<file path="config.mk">
export PLATFORM = sky130hd
export DESIGN_NAME = screen_sequencer
export DESIGN_NICKNAME = d
export VERILOG_FILES = /design/src/rtl/screen_sequencer.sv
export SDC_FILE = /design/constraint.sdc
export NUM_CORES = 1
export LEC_CHECK = 0
export ABC_CLOCK_PERIOD_IN_PS = 3800
export BUFFER_PORTS_ARGS = -buffer_cell sky130_fd_sc_hd__buf_2
export CAP_MARGIN = 20
export CORE_MARGIN = 4
export CORE_UTILIZATION = 56
export CTS_CLUSTER_SIZE = 14
export DETAILED_ROUTE_END_ITERATION = 6
export HOLD_SLACK_MARGIN = 0.02
export PLACE_DENSITY = 0.82
export SLEW_MARGIN = 20
export SYNTH_ARGS = -nofsm -noshare
export SYNTH_HDL_FRONTEND = slang
export SYNTH_SLANG_ARGS = --single-unit
</file>
<file path="constraint.sdc">
create_clock -name clk -period 3.8 [get_ports clk]
set_input_delay 0.38 -clock clk [delete_from_list [all_inputs] [get_ports clk]]
set_output_delay 0.38 -clock clk [all_outputs]
set_load 0.01 [all_outputs]
</file>
<file path="src/rtl/screen_sequencer.sv">
// Game-flow controller: START -> GAME -> PLAYER_x -> START.
// Screen changes only at the start of vertical blanking.
module screen_sequencer #(
   parameter int unsigned WIN_POINTS      = 10,
   parameter int unsigned WIN_HOLD_FRAMES = 300,
   parameter logic [7:0]  START_KEY       = 8'h5A,
   parameter logic [7:0]  ABORT_KEY       = 8'h76
) (
   input  logic        clk,
   input  logic        rst,
   input  logic [15:0] keycode,
   input  logic        vblnk,
   input  logic [4:0]  points_1,
   input  logic [4:0]  points_2,
   output logic [1:0]  screen,
   output logic        game_rst,
   output logic        game_active
);

   typedef enum logic [1:0] {
      START    = 2'd0,
      GAME     = 2'd1,
      PLAYER_1 = 2'd2,
      PLAYER_2 = 2'd3
   } screen_t;

   localparam int HW = $clog2(WIN_HOLD_FRAMES + 1);
   localparam logic [HW-1:0] HOLD_LAST = HW'(WIN_HOLD_FRAMES - 1);
   localparam logic [4:0] WIN = 5'(WIN_POINTS);

   screen_t       state;
   screen_t       nxt;
   logic          vblnk_q;
   logic [15:0]   keycode_q;
   logic          start_req;
   logic          abort_req;
   logic [HW-1:0] hold_cnt;
   logic          frame_tick;
   logic          key_tick;
   logic          chg;

   assign frame_tick = vblnk & ~vblnk_q;
   assign key_tick   = (keycode != keycode_q)
                     & (keycode[15:8] != 8'hF0);
   assign screen     = state;
   assign chg        = (nxt != state);

   always_comb begin
      nxt = state;
      case (state)
         START: begin
            if (frame_tick && start_req) nxt = GAME;
         end
         GAME: begin
            // abort beats a win; player 1 beats player 2 on a tie
            if (frame_tick) begin
               if (abort_req)             nxt = START;
               else if (points_1 >= WIN)  nxt = PLAYER_1;
               else if (points_2 >= WIN)  nxt = PLAYER_2;
            end
         end
         PLAYER_1, PLAYER_2: begin
            if (frame_tick && (start_req || hold_cnt == HOLD_LAST))
               nxt = START;
         end
         default: nxt = START;
      endcase
   end

   always_ff @(posedge clk or negedge rst) begin
      if (!rst) begin
         state       <= START;
         game_rst    <= 1'b0;
         game_active <= 1'b0;
         vblnk_q     <= 1'b0;
         keycode_q   <= 16'h0000;
         start_req   <= 1'b0;
         abort_req   <= 1'b0;
         hold_cnt    <= '0;
      end else begin
         vblnk_q   <= vblnk;
         keycode_q <= keycode;
         game_rst  <= 1'b0;
         if (chg) begin
            // a key landing on the transition edge is dropped
            state       <= nxt;
            game_rst    <= (nxt == GAME);
            game_active <= (nxt == GAME);
            start_req   <= 1'b0;
            abort_req   <= 1'b0;
            hold_cnt    <= '0;
         end else begin
            if (key_tick && keycode[7:0] == START_KEY)
               start_req <= 1'b1;
            if (key_tick && keycode[7:0] == ABORT_KEY)
               abort_req <= 1'b1;
            if (frame_tick &&
                (state == PLAYER_1 || state == PLAYER_2))
               hold_cnt <= hold_cnt + 1'b1;
         end
      end
   end

endmodule
</file>
==> run_results.csv <==
group,metric,value,unit
timing,finalSetupViolations,0,
timing,finalCriticalPeriod,1.649,ns
cts,clk_pin_slew_worst_paths,0.11,ns
final_layout,nets,184,
synth,yosys-mux-area-fraction,0.6981,%
power,leakage,0.8199,nW
synth,syn-instance-count,119,
power,power.internal,0.0005113,W
synth,flip_flop_cell_with_the_highest_count_after_synthesis,"sky130_fd_sc_hd__dfrtp_1",
grt,grt_antenna_before_repair,0,
timing,timing.slew.headroom,54.71,%
synth,yosys.area_share.xor_xnor,14.66,%
cts,cts.path.max_buffers,2,
cts,cts_buffers,5,
cts,tritoncts_num_sinks,32,
floorplan,die_h,58.60,µm
worst_setup_path,critical_path.startpoint_type,"flop",
synth,synthSimpleGateAreaFrac,19.02,%
cts,tritoncts,"built",
route,postRouteAntennaNets,0,
worst_setup_path,arrival,1.86,ns
route,drt_wl_total,2539,µm
final_layout,drive_above_1_share,29.68,%
route,drtIter0Drc,8,
power,share_seq_of_total_power,54.7,%
timing,setup_ws,2.151,ns
synth,synthesis.nets,149,
worst_setup_path,critical_path_class,"reg -> reg",
synth,ys_ff_latch,32,
job,maxCapViolCount,0,
route,number_of_design_rule_violations_left_after_detail_routing,0,
floorplan,pin_count,33,
floorplan,rows,18,
grt,grt_first_pass_wirelength,4491,µm
timing,timing.clock.skew,0.01578,ns
final_layout,most_common_library_cell_in_the_layout_ignoring_fill_and_taps,"sky130_fd_sc_hd__dfrtp_1",
timing,max_freq,606.4,MHz
worst_setup_path,critPathMaxStageDelay,0.41,ns
cts,clock_tree.htree_level_count,2,
floorplan,fp.dieArea,0.003434,mm²
timing,drv_slew,0,
synth,syn_area,0.001434,mm²
power,power.clock.fraction,27.6,%
worst_setup_path,critical_path.cell_chain,"ha_1 > and4b_1 > a21oi_1 > o21ai_2 > o31a_2 > nor2_1",
cts,cts.root.buffer_cell,"sky130_fd_sc_hd__clkbuf_4",
final_layout,n_fill_cell,196,
power,power.density,436.6,mW/mm²
placed_design,dp_hpwl,1912,µm
route,routed_wire_length_per_instance,13.72,µm
floorplan,die_width,58.60,µm
cts,resized_after_cts,0,
synth,avgSynthCellArea,12.05,µm²
synth,synth_async_sr_flop_share,100.0,%
cts,postCtsSetupRepairBufs,0,
final_layout,area_growth_syn_to_fin,15.79,%
route,detailedRoute.firstPassIterationCount,4,
hold_path,min-delay-path-class,"in -> async",
grt,grt_max_degree,33,
final_layout,num_antenna_cells,0,
worst_setup_path,timing.critical_path.required,4.01,ns
floorplan,floorplan.initialDensity,58.41,%
power,switching_power,0.0002136,W
grt,via_count_of_the_first_global_routing_pass,1044,
synth,synth_warnings,0,
worst_setup_path,timing.critical_path.slowest_stage_cell,"sky130_fd_sc_hd__dfrtp_1",
synth,combinational_family_with_the_most_area_after_synthesis,"simple AND/OR/NAND/NOR gates",
route,num_vias,991,
placed_design,place_congestion,0.7910,
route,detail_route.vias_per_cell,5.357,
synth,post_synth_fa_ha_maj_area_fraction,0.8726,%
cts,worst_skew_pair.late_latency,0.34,ns
timing,timing_worst_slew_pin_value,0.6794,ns
power,vdd.ir_drop.worst,0.0003733,V
worst_setup_path,crit_path_max_fanout,11,
power,comb_power_share,17.7,%
cts,cts_hold_repair.buffers,0,
timing,rsz_0062_raised_after_global_routing,"no",
synth,synth_enable_flop_cells,0,
floorplan,floorplan.core_area,0.002455,mm²
power,switching_share,29.46,%
timing,tns,0,ns
timing,timing.final.hold_violations,0,
final_layout,layout_common_cells,"sky130_fd_sc_hd__dfrtp_1 (32), sky130_fd_sc_hd__buf_2 (30), sky130_fd_sc_hd__xor2_1 (19)",
placed_design,worst_case_setup_slack_after_placement,2.141,ns
outcome,outcome,"finished, final reports clean",
timing,final_min_period_over_clock_period,43.39,%
grt,grt_overflow,0,
worst_setup_path,critPathCaptureType,"flop",
placed_design,port_buffer_count,30,
grt,globalRouteTotalUtil,17.92,%
synth,area_fraction_in_compound_gates_after_synthesis,6.806,%
synth,synthDistinctLibCells,34,
final_layout,final_core_utilization,67.64,%
synth,yosysSeqAreaShare,55.85,%
-- layer usage --
metal / wire length [µm] / GRT usage [%]
met5: 0 / 0
met1: 1124 / 21.21
met4: 51 / 7.767
met3: 188 / 6.579
met2: 1174 / 29.35
-- cell families after synthesis --
group                    Yosys count
AND/OR/NAND/NOR                   42
flip-flops                        32
XOR/XNOR                          24
AO/OA/AOI/OAI                     15
buffers and inverters              4
multiplexers                       1
adder cells (fa/ha/maj)            1
-- worst max-delay path, delay by kind of cell, from the launching register on --
kind	cells	cell delay [ns]
simple gates	2	0.29
fa+ha+maj	1	0.24
compound gates	3	0.60
flops	1	0.41
-- path summary, 6_finish.rpt --
| path | depth (start not counted) | from | slack (ns) | endpoint |
|---|---|---|---|---|
| min in group clk | 1 | keycode[1] | 0.17 | keycode_q[1]$_DFF_PN0_ |
| max in group asynchronous | 1 | rst | 3.29 | hold_cnt[8]$_DFFE_PN0P_ |
| worst min register to register | 1 | abort_req$_DFFE_PN0P_ | 0.48 | screen[1]$_DFFE_PN0P_ |
| worst min-delay path | 1 | rst | 0.06 | keycode_q[9]$_DFF_PN0_ |
| worst max register to register | 6 | hold_cnt[0]$_DFFE_PN0P_ | 2.15 | hold_cnt[5]$_DFFE_PN0P_ |
| worst max-delay path | 6 | hold_cnt[0]$_DFFE_PN0P_ | 2.15 | hold_cnt[5]$_DFFE_PN0P_ |
-- area by class of cell --
type	count	area [µm²]	share of cell area (%)
flip-flops and latches	32	800.8	48.23
multi-input cells	83	603.1	36.32
repair buffers	30	150.1	9.043
clock buffers	6	51.30	3.090
well taps	30	37.54	2.261
clock inverters	2	10.01	0.6029
inverters	2	7.507	0.4521
-- synthesized netlist by cell type (3+ instances only) --
master | count | area (µm²)
sky130_fd_sc_hd__xor2_1 | 19 | 166.4
sky130_fd_sc_hd__a21oi_1 | 4 | 20.02
sky130_fd_sc_hd__xnor2_1 | 5 | 43.79
sky130_fd_sc_hd__nor4_1 | 5 | 31.28
sky130_fd_sc_hd__nand2_1 | 6 | 22.52
sky130_fd_sc_hd__nor2_1 | 11 | 41.29
sky130_fd_sc_hd__dfrtp_1 | 32 | 800.8
sky130_fd_sc_hd__nand4_1 | 3 | 18.77
sky130_fd_sc_hd__o21ai_0 | 3 | 15.01
-- registers in the layout, indices dropped and copies added (netlist names) --
name	count
keycode_q	16
hold_cnt	9
screen	2
abort_req	1
game_active	1
game_rst	1
start_req	1
vblnk_q	1
-- per-stage QoR --
stage | instances | hold WS (ns) | total power (W) | instance area, µm²
global placement | 177 | 0.4494 | 0.0005282 | 1599
CTS | 185 | 0.08039 | 0.0007374 | 1660
floorplan | 119 | 0.08441 | 0.0004914 | 1434
detailed placement | 177 | 0.4649 | 0.0005316 | 1599
finish | 185 | 0.06368 | 0.0007249 | 1660
global route | 185 | 0.1202 | 0.0007733 | 1660
-- power groups by stage --
stage | Sequential, W | Clock [W] | Combinational [W]
2_1_floorplan | 0.000403 | 0 | 0.0000888
3_3_place_gp | 0.000402 | 0 | 0.000127
3_5_place_dp | 0.000402 | 0 | 0.000130
4_1_cts | 0.000397 | 0.000210 | 0.000130
5_1_grt | 0.000401 | 0.000225 | 0.000147
6_report | 0.000397 | 0.000200 | 0.000128
Power figures use the tool's default switching activity.
